===== config.mk =====
export PLATFORM = sky130hd
export DESIGN_NAME = pwm_multi_channel
export DESIGN_NICKNAME = d
export VERILOG_FILES = /design/src/rtl/pwm_multi_pkg.sv /design/src/rtl/pwm_timebase.sv /design/src/rtl/pwm_multi_channel.sv
export SDC_FILE = /design/constraint.sdc
export NUM_CORES = 1
export LEC_CHECK = 0
export CORE_MARGIN = 2
export CORE_UTILIZATION = 45
export CTS_CLUSTER_SIZE = 28
export DETAILED_ROUTE_END_ITERATION = 10
export GPL_TIMING_DRIVEN = 1
export PLACE_DENSITY = 0.62
export SYNTH_ARGS = -nofsm -noshare
export SYNTH_HDL_FRONTEND = slang
export SYNTH_HIERARCHICAL = 1
export SYNTH_SLANG_ARGS = --single-unit

===== constraint.sdc =====
create_clock -name clk -period 5.6 [get_ports clk]
set_input_delay 0.84 -clock clk [delete_from_list [all_inputs] [get_ports clk]]
set_output_delay 0.84 -clock clk [all_outputs]
set_load 0.02 [all_outputs]

===== src/rtl/pwm_multi_pkg.sv =====
// Shared definitions for the multi-channel PWM: register map and counting mode.
package pwm_multi_pkg;

    localparam int unsigned ADDR_OUT_EN    = 0;
    localparam int unsigned ADDR_PWM_EN    = 1;
    localparam int unsigned ADDR_PRESC     = 2;
    localparam int unsigned ADDR_MODE      = 3;
    localparam int unsigned ADDR_DUTY_BASE = 4;

    typedef enum logic [0:0] {
        MODE_EDGE   = 1'b0,
        MODE_CENTER = 1'b1
    } pwm_mode_e;

endpackage


===== src/rtl/pwm_timebase.sv =====
// Prescaler plus up (edge) or up/down (center) period counter with boundary detection.
module pwm_timebase
    import pwm_multi_pkg::*;
#(
    parameter int unsigned CNT_W   = 8,
    parameter int unsigned PRESC_W = 8
) (
    input  logic               clk,
    input  logic               rst_n,
    input  logic [PRESC_W-1:0] prescale,
    input  pwm_mode_e          mode,
    output logic [CNT_W-1:0]   cnt,
    output logic               boundary
);

    // Counter tops out at MAX-1 so a full-scale duty never drops out at wrap.
    localparam logic [CNT_W-1:0] CNT_MAX = '1;
    localparam logic [CNT_W-1:0] CNT_TOP = CNT_MAX - 1'b1;

    logic [PRESC_W-1:0] psc_q;
    logic [CNT_W-1:0]   cnt_q;
    logic               down_q;
    logic               tick;

    always_comb begin
        tick     = (psc_q == prescale);
        boundary = 1'b0;
        if (tick) begin
            if (mode == MODE_EDGE) begin
                boundary = (cnt_q == CNT_TOP);
            end else begin
                boundary = down_q && (cnt_q == '0);
            end
        end
    end

    always_ff @(posedge clk) begin
        if (!rst_n) begin
            psc_q  <= '0;
            cnt_q  <= '0;
            down_q <= 1'b0;
        end else if (boundary) begin
            psc_q  <= '0;
            cnt_q  <= '0;
            down_q <= 1'b0;
        end else if (tick) begin
            psc_q <= '0;
            if (mode == MODE_EDGE) begin
                cnt_q <= cnt_q + 1'b1;
            end else if (!down_q) begin
                // The top value is held for a second tick as the direction turns.
                if (cnt_q == CNT_TOP) begin
                    down_q <= 1'b1;
                end else begin
                    cnt_q <= cnt_q + 1'b1;
                end
            end else begin
                cnt_q <= cnt_q - 1'b1;
            end
        end else begin
            psc_q <= psc_q + 1'b1;
        end
    end

    assign cnt = cnt_q;

endmodule


===== src/rtl/pwm_multi_channel.sv =====
// Multi-channel PWM: config register file with shadow->active transfer at period boundaries,
// per-channel comparators and registered output mux.
module pwm_multi_channel
    import pwm_multi_pkg::*;
#(
    parameter int unsigned NUM_CH  = 16,
    parameter int unsigned CNT_W   = 8,
    parameter int unsigned PRESC_W = 8,
    parameter int unsigned ADDR_W  = 5,
    parameter int unsigned WDATA_W = 16
) (
    input  logic               clk,
    input  logic               rst_n,
    input  logic               cfg_we,
    input  logic [ADDR_W-1:0]  cfg_addr,
    input  logic [WDATA_W-1:0] cfg_wdata,
    output logic [NUM_CH-1:0]  out,
    output logic               period_start
);

    logic [31:0] addr_ext;
    logic [31:0] duty_idx;
    logic        duty_hit;
    logic        wr_out_en;
    logic        wr_pwm_en;
    logic        wr_presc;
    logic        wr_mode;
    logic [NUM_CH-1:0] wr_duty;

    logic [NUM_CH-1:0]  out_en_q;
    logic [NUM_CH-1:0]  pwm_en_sh_q, pwm_en_act_q, pwm_en_d;
    logic [PRESC_W-1:0] presc_sh_q, presc_act_q, presc_d;
    pwm_mode_e          mode_sh_q, mode_act_q, mode_d;
    logic [CNT_W-1:0]   duty_sh_q  [NUM_CH];
    logic [CNT_W-1:0]   duty_act_q [NUM_CH];
    logic [CNT_W-1:0]   duty_d     [NUM_CH];

    logic [CNT_W-1:0]  cnt;
    logic              boundary;
    logic [NUM_CH-1:0] out_d;
    logic [NUM_CH-1:0] out_q;
    logic              start_q;
    logic              period_start_q;

    always_comb begin
        addr_ext  = 32'(cfg_addr);
        duty_idx  = addr_ext - ADDR_DUTY_BASE;
        duty_hit  = cfg_we && (addr_ext >= ADDR_DUTY_BASE) &&
                    (addr_ext < ADDR_DUTY_BASE + NUM_CH);
        wr_out_en = cfg_we && (addr_ext == ADDR_OUT_EN);
        wr_pwm_en = cfg_we && (addr_ext == ADDR_PWM_EN);
        wr_presc  = cfg_we && (addr_ext == ADDR_PRESC);
        wr_mode   = cfg_we && (addr_ext == ADDR_MODE);
        for (int i = 0; i < NUM_CH; i++) begin
            wr_duty[i] = duty_hit && (duty_idx == unsigned'(i));
        end
    end

    // Next shadow values; also what the active copy takes at a boundary, so a write
    // landing on the boundary cycle is used by the very next period.
    always_comb begin
        pwm_en_d = wr_pwm_en ? cfg_wdata[NUM_CH-1:0] : pwm_en_sh_q;
        presc_d  = wr_presc ? cfg_wdata[PRESC_W-1:0] : presc_sh_q;
        mode_d   = wr_mode ? pwm_mode_e'(cfg_wdata[0]) : mode_sh_q;
        for (int i = 0; i < NUM_CH; i++) begin
            duty_d[i] = wr_duty[i] ? cfg_wdata[CNT_W-1:0] : duty_sh_q[i];
        end
    end

    always_ff @(posedge clk) begin
        if (!rst_n) begin
            out_en_q     <= '0;
            pwm_en_sh_q  <= '0;
            pwm_en_act_q <= '0;
            presc_sh_q   <= '0;
            presc_act_q  <= '0;
            mode_sh_q    <= MODE_EDGE;
            mode_act_q   <= MODE_EDGE;
            for (int i = 0; i < NUM_CH; i++) begin
                duty_sh_q[i]  <= '0;
                duty_act_q[i] <= '0;
            end
        end else begin
            if (wr_out_en) begin
                out_en_q <= cfg_wdata[NUM_CH-1:0];
            end
            pwm_en_sh_q <= pwm_en_d;
            presc_sh_q  <= presc_d;
            mode_sh_q   <= mode_d;
            for (int i = 0; i < NUM_CH; i++) begin
                duty_sh_q[i] <= duty_d[i];
            end
            if (boundary) begin
                pwm_en_act_q <= pwm_en_d;
                presc_act_q  <= presc_d;
                mode_act_q   <= mode_d;
                for (int i = 0; i < NUM_CH; i++) begin
                    duty_act_q[i] <= duty_d[i];
                end
            end
        end
    end

    pwm_timebase #(
        .CNT_W   (CNT_W),
        .PRESC_W (PRESC_W)
    ) u_timebase (
        .clk      (clk),
        .rst_n    (rst_n),
        .prescale (presc_act_q),
        .mode     (mode_act_q),
        .cnt      (cnt),
        .boundary (boundary)
    );

    always_comb begin
        for (int i = 0; i < NUM_CH; i++) begin
            if (!out_en_q[i]) begin
                out_d[i] = 1'b0;
            end else if (!pwm_en_act_q[i]) begin
                out_d[i] = 1'b1;
            end else begin
                out_d[i] = (cnt < duty_act_q[i]);
            end
        end
    end

    // start_q marks the first counter cycle of a period; it is delayed once more so
    // period_start lines up with the registered output of that cycle.
    always_ff @(posedge clk) begin
        if (!rst_n) begin
            out_q          <= '0;
            start_q        <= 1'b1;
            period_start_q <= 1'b0;
        end else begin
            out_q          <= out_d;
            start_q        <= boundary;
            period_start_q <= start_q;
        end
    end

    assign out          = out_q;
    assign period_start = period_start_q;

endmodule


==> results of run 1 <==
-- sequential cells by signal (all words and copies together) (netlist names), 8 cells and up --
name and flops:
duty_act_q 128, presc_act_q 8, duty_sh_q 128, pwm_en_sh_q 16, presc_sh_q 8, u_timebase/psc_q 8, out 16, pwm_en_act_q 16
u_timebase/cnt 8, out_en_q 16
-- metal layers --
metal / GRT usage / routed length (um)
met4: 0.0669 / 994
met2: 0.353 / 17600
met1: 0.283 / 17600
met3: 0.0345 / 1730
met5: 0 / 0
-- Yosys cell counts, types with 3 or more instances --
master / count / area [um^2]
o221a_1: 3 / 33.8
edfxtp_1: 128 / 3840
nand3_1: 9 / 45.0
nor2_1: 95 / 357
xnor2_1: 11 / 96.3
dfxtp_1: 229 / 4580
a211o_1: 16 / 140
nor4_4: 4 / 85.1
o311ai_0: 17 / 149
and2_1: 4 / 25.0
nand2b_1: 21 / 131
o22ai_1: 4 / 25.0
nand2_1: 147 / 552
inv_1: 117 / 439
a31oi_1: 34 / 213
a21boi_1: 10 / 75.1
xor2_1: 4 / 35.0
a21boi_0: 23 / 173
ha_1: 118 / 1480
o21ai_0: 58 / 290
buf_2: 12 / 60.1
nor2b_1: 93 / 582
mux2i_1: 139 / 1390
nor3b_1: 3 / 22.5
nand4_1: 21 / 131
clkbuf_1: 50 / 188
nor3_1: 3 / 15.0
a21oi_1: 60 / 300
nor2_2: 5 / 31.3
-- per-stage QoR --
step | util | worst slack (ns) | cell area [um^2] | total power, uW | std cells
after floorplan | - | 1.29 | 15900 | 3000 | 1479
after global placement | 0.485 | 1.77 | 16800 | 3110 | 1934
after detailed placement | 0.485 | 1.67 | 16800 | 3120 | 1934
after CTS | 0.523 | 2.06 | 18100 | 5710 | 2008
after global routing | 0.523 | 1.91 | 18100 | 5860 | 2008
final | 0.523 | 2.02 | 18100 | 5670 | 2008
-- critical path, delay by kind of cell, from the launching register on --
kind | cells | cell delay [ns]
buffers and inverters | 1 | 0.43
DFF | 1 | 0.91
and+or+nand+nor | 5 | 1.83
-- power by group --
part	switching (uW)	total (uW)	internal, uW
Combinational	190	305	114
Clock	1050	2610	1550
Sequential	21.6	2750	2730
-- area by class of cell --
| class | instances | area, um^2 |
|---|---|---|
| clock buffer | 62 | 1180 |
| sequential | 357 | 8430 |
| tap | 455 | 569 |
| timing repair buffer | 64 | 594 |
| inverter | 117 | 439 |
| multi-input combinational | 941 | 6760 |
| fill | 3082 | 16500 |
| clock inverter | 12 | 124 |
-- path summary, 6_finish.rpt --
check | from | end | slack (ns) | cells past startpoint
hold / removal | start_q$_SDFF_PN1_ | period_start$_SDFF_PN0_ | 0.44 | 1
hold reg to reg | start_q$_SDFF_PN1_ | period_start$_SDFF_PN0_ | 0.44 | 1
setup / recovery | u_timebase/cnt[4]$_SDFFE_PP0P_ | duty_act_q[0][4]$_SDFFCE_PN0P_ | 2.02 | 6
setup reg to reg | u_timebase/cnt[4]$_SDFFE_PP0P_ | duty_act_q[0][4]$_SDFFCE_PN0P_ | 2.02 | 6
-- cells by family (layout without fill, tap and decap cells) --
family | count (synthesis) | count (layout) | synth area share
adder cells (fa/ha/maj) | 118 | 118 | 0.0930
AO/OA/AOI/OAI | 231 | 231 | 0.0910
AND/OR/NAND/NOR | 438 | 438 | 0.145
buffers and inverters | 181 | 255 | 0.0445
flip-flops | 357 | 357 | 0.531
multiplexers | 139 | 139 | 0.0876
XOR/XNOR | 15 | 15 | 0.00828
==> metrics.txt, run 1 <==
vias in the first global route=~10k; pwr/cell area=313 mW/mm^2; Async S/R FF share, synth=0; arrival time worst endpoint=approximately 3.8 ns; Peak VDD IR=about 230 uV; Rows=between 60 and 70; Buffers on Ports=40; initial antenna violation count=0; min cycle time layout=about 3.6 ns; total of max-cap violations=0; gr ovfl total=0; Syn Area/Cell=roughly 11 um^2; Worst setup EP type=flip-flop; Die Ht=~190 um; Req. time, crit path=5.78 ns; router iterations before antenna repair=6; layout cells sized above 1=0.0721; CTS Hold Bufs=0; WHS=0.438 ns; max incr delay on CP=0.91 ns; Slew Limit Fails=0; vias per cell=around 5.3; Setup-failing EPs final=0; most frequent cells in the layout=dfxtp_1, nand2_1, mux2i_1; Final HPWL DP=22,800 um; worst rel slew slack=0.143; YS warnings=6; Antenna diodes=0; Final Cycle Share=0.640; Layout area overhead=14.0%; worst-path cell chain=nand3_2, nor3_1, nor2_2, nor2_4, nand2b_4, buf_12; wire length per cell=approximately 19 um; Startpoint Class=flip-flop; Setup CP Type=flip-flop to flip-flop; htree depth=2; clock insertion delay at the later pin of the skew report=around 0.54 ns; fin nets=roughly 1.7k; Total Wirelength=~38,000 um; synthesized cell area=0.0159 mm^2; Core Area=around 0.035 mm^2; worst slew pin tran=~1.3 ns; RSZ-0062 raised after global routing=no; Peak Freq=around 280 MHz; crit path max fanout=67; CTS max path bufs=3; min-delay worst type=flip-flop to flip-flop; All-Layer GR Usage=0.212; CTS buffer count=40; final hold vios=0; status=finished, final reports clean; Leak=between 0.007 and 0.008 uW; Die Area=0.0368 mm^2; Post-synth EDFFs=128; Initial DRC Count=roughly 650; via count=around 11k; clk sinks=357; CTS tree=built; drt drc=0; Post-CTS Resized=0; first-pass GRT wire length=between 50,000 and 60,000 um; syn nets=approximately 1.6k; largest net degree at the start of global routing=98; post-synthesis cell type count=59; Synth Instances=approximately 1.5k; setup TNS=0 ns; clock skew=roughly 0.021 ns; #FFs+latches synth=about 360; post-route ant nets=0; sequential-to-total area share from yosys stat=0.531; CP max stage cell=dfxtp_1; Starting Density=0.458; GP Congestion=about 0.77; Die Span X=between 150 and 200 um; root buf cell=clkbuf_16; Clock Pin Slew Worst Setup and Hold Paths=0.06 ns; buffer count from post-CTS setup fixing=0; commonest non-fill, non-tap cell in the layout=dfxtp_1; Post-synth top flop=dfxtp_1; IO Pins=a little over 40
(Power assumes the default switching activity.)
==> run 2, diff against run 1 <==
==> constraint.sdc (replaced) <==
create_clock -name clk -period 3.2 [get_ports clk]
set_input_delay 0.48 -clock clk [delete_from_list [all_inputs] [get_ports clk]]
set_output_delay 0.48 -clock clk [all_outputs]
set_load 0.02 [all_outputs]
==> metrics.txt, run 2 (same netlist as run 1, synthesis figures left out) <==
Startpoint Class=flip-flop (unchanged); Antenna diodes=0 (unchanged); drt drc=0 (unchanged); clock skew=0.0135 ns (was 0.0209 ns); Clock Pin Slew Worst Setup and Hold Paths=0.05 ns (was 0.06 ns); clock network power share=0.460 (about the same); arrival time worst endpoint=2.81 ns (was 3.77 ns); CTS max path bufs=3 (unchanged); CP Launch Point=u_timebase/cnt[1]$_SDFFE_PP0P_ (was u_timebase/cnt[4]$_SDFFE_PP0P_); Layout fillers=2,995 (was 3,082); setup TNS=0 ns (unchanged); CP max stage cell=or4b_4 (was dfxtp_1); via count=10.8k (was 10.7k); WHS=0.431 ns (was 0.438 ns); initial antenna violation count=0 (unchanged); root buf cell=clkbuf_16 (unchanged); final hold vios=0 (unchanged); Critical Path Sink=duty_act_q[0][14]$_SDFFCE_PN0P_ (was duty_act_q[0][4]$_SDFFCE_PN0P_); htree depth=2 (unchanged); Setup-failing EPs final=0 (unchanged); router iterations before antenna repair=5 (was 6); largest net degree at the start of global routing=65 (was 98); met3 WL post-DR=1590 um (was 1730 um); RSZ-0062 raised after global routing=no (unchanged); max incr delay on CP=0.47 ns (was 0.91 ns); Sequential Area=0.00843 mm^2 (about the same); crit path max fanout=37 (was 67); Final Cycle Share=0.817 (was 0.640); Buffers on Ports=40 (unchanged); worst rel slew slack=0.533 (was 0.143); clk sinks=357 (unchanged); Setup CP Type=flip-flop to flip-flop (unchanged); reg2reg start=u_timebase/cnt[1]$_SDFFE_PP0P_ (was u_timebase/cnt[4]$_SDFFE_PP0P_); switching share of power=0.214 (was 0.223); Post-CTS Resized=0 (unchanged); Peak VDD IR=349 uV (was 230 uV); most frequent cells in the layout=dfxtp_1, nand2_1, mux2i_1 (unchanged); Die Span X=192 um (unchanged); fin nets=1,693 (was 1,663); pwr/cell area=541 mW/mm^2 (was 313 mW/mm^2); Core Area=0.0346 mm^2 (unchanged); worst-path cell chain=inv_1, ha_1, or4b_4, nor3_4, nor2_2, nor2_4, nand2b_4, buf_12 (was nand3_2, nor3_1, nor2_2, nor2_4, nand2b_4, buf_12); largest registers=duty_act_q: 128 flops, duty_sh_q: 128 flops (unchanged); Final HPWL DP=24,100 um (was 22,800 um); design internal power=7840 uW (was 4400 uW); met1 wire length=17,300 um (was 17,600 um); worst slew pin tran=0.698 ns (was 1.28 ns); first-pass GRT wire length=60,800 um (was 59,300 um); met2 routed WL=18,300 um (was 17,600 um); Layout area overhead=16.1% (was 14.0%); Die Ht=192 um (unchanged); Total Wirelength=38,000 um (was 37,900 um); commonest non-fill, non-tap cell in the layout=dfxtp_1 (unchanged); min-delay worst type=flip-flop to flip-flop (unchanged); P_sw=2130 uW (was 1270 uW); clock insertion delay at the later pin of the skew report=0.52 ns (was 0.54 ns); layout cells sized above 1=0.0912 (was 0.0721); gr ovfl total=0 (unchanged); max layer used=met4 (unchanged); combinational share of power=0.057 (was 0.054); Rows=68 (unchanged); reg2reg setup slack=0.59 ns (was 2.02 ns); Starting Density=0.458 (unchanged); All-Layer GR Usage=0.215 (was 0.212); Worst setup EP type=flip-flop (unchanged); area of the multi-input gates=0.00676 mm^2 (unchanged); IO Pins=41 (unchanged); Leak=0.00758 uW (was 0.00738 uW); wire length per cell=18.7 um (was 18.9 um); Reg power frac=0.483 (was 0.486); buffer count from post-CTS setup fixing=0 (unchanged); path depth of the worst reg2reg path=8 (was 6); vias per cell=5.29 (was 5.32); Reg2Reg Capture Point=duty_act_q[0][14]$_SDFFCE_PN0P_ (was duty_act_q[0][4]$_SDFFCE_PN0P_); min cycle time layout=2.61 ns (was 3.58 ns); vias in the first global route=10.8k (was 10.5k); Peak Freq=383 MHz (was 279 MHz); GP Congestion=0.816 (was 0.766); CTS tree=built (unchanged); Initial DRC Count=752 (was 653); post-route ant nets=0 (unchanged); status=finished, final reports clean (unchanged); Slew Limit Fails=0 (unchanged); Req. time, crit path=3.39 ns (was 5.78 ns); CTS Hold Bufs=0 (unchanged); total of max-cap violations=0 (unchanged); CTS buffer count=39 (was 40); Die Area=0.0368 mm^2 (unchanged)
[run 2: per-stage QoR]
step | util | power [uW] | cell area (um^2) | setup WS (ns) | instances
2_1_floorplan | - | 5240 | 15900 | 0.00783 | 1479
3_3_place_gp | 0.494 | 5470 | 17100 | 0.266 | 1965
3_5_place_dp | 0.494 | 5480 | 17100 | 0.229 | 1965
4_1_cts | 0.532 | 10100 | 18400 | 0.576 | 2034
5_1_grt | 0.532 | 10300 | 18400 | 0.425 | 2034
6_report | 0.532 | 9970 | 18400 | 0.586 | 2034
[run 2: how the worst min path moves through the flow]
stage                                   endpoint               start  cells after the start
floorplan                period_start$_SDFF_PN0_  start_q$_SDFF_PN1_                      1
global placement         period_start$_SDFF_PN0_  start_q$_SDFF_PN1_                      1
detailed placement       period_start$_SDFF_PN0_  start_q$_SDFF_PN1_                      1
CTS                 pwm_en_act_q[2]$_SDFFE_PN0P_               rst_n                      3
global route           pwm_en_sh_q[2]$_SDFF_PN0_               rst_n                      2
finish                   period_start$_SDFF_PN0_  start_q$_SDFF_PN1_                      1
[run 2: critical path, delay by kind of cell (launching register included)]
kind / cells / cell delay [ns]
flip-flops: 1 / 0.43
adder cells (fa/ha/maj): 1 / 0.15
AND/OR/NAND/NOR: 5 / 1.29
buffers and inverters: 2 / 0.41
[run 2: power groups by stage]
stage          registers [uW]  clock network, uW  logic, uW
5_1_grt                  4820               4850        629
6_report                 4820               4590        567
3_3_place_gp             4910                  0        556
3_5_place_dp             4910                  0        571
4_1_cts                  4820               4670        573
2_1_floorplan            4920                  0        326
[run 2: metal layers]
| layer | vias to the layer above | track usage |
|---|---|---|
| met4 | 0 | 0.0565 |
| met2 | 217 | 0.373 |
| li1 | 5300 | - |
| met5 | - | 0 |
| met1 | 5189 | 0.282 |
| met3 | 62 | 0.0281 |
[run 2: cell type report]
| cell class | instances | area share |
|---|---|---|
| clock buffers | 62 | 0.0660 |
| clock inverters | 7 | 0.00591 |
| inverters | 117 | 0.0238 |
| multi-input cells | 941 | 0.367 |
| flip-flops and latches | 357 | 0.458 |
| well taps | 455 | 0.0309 |
| repair buffers | 95 | 0.0489 |
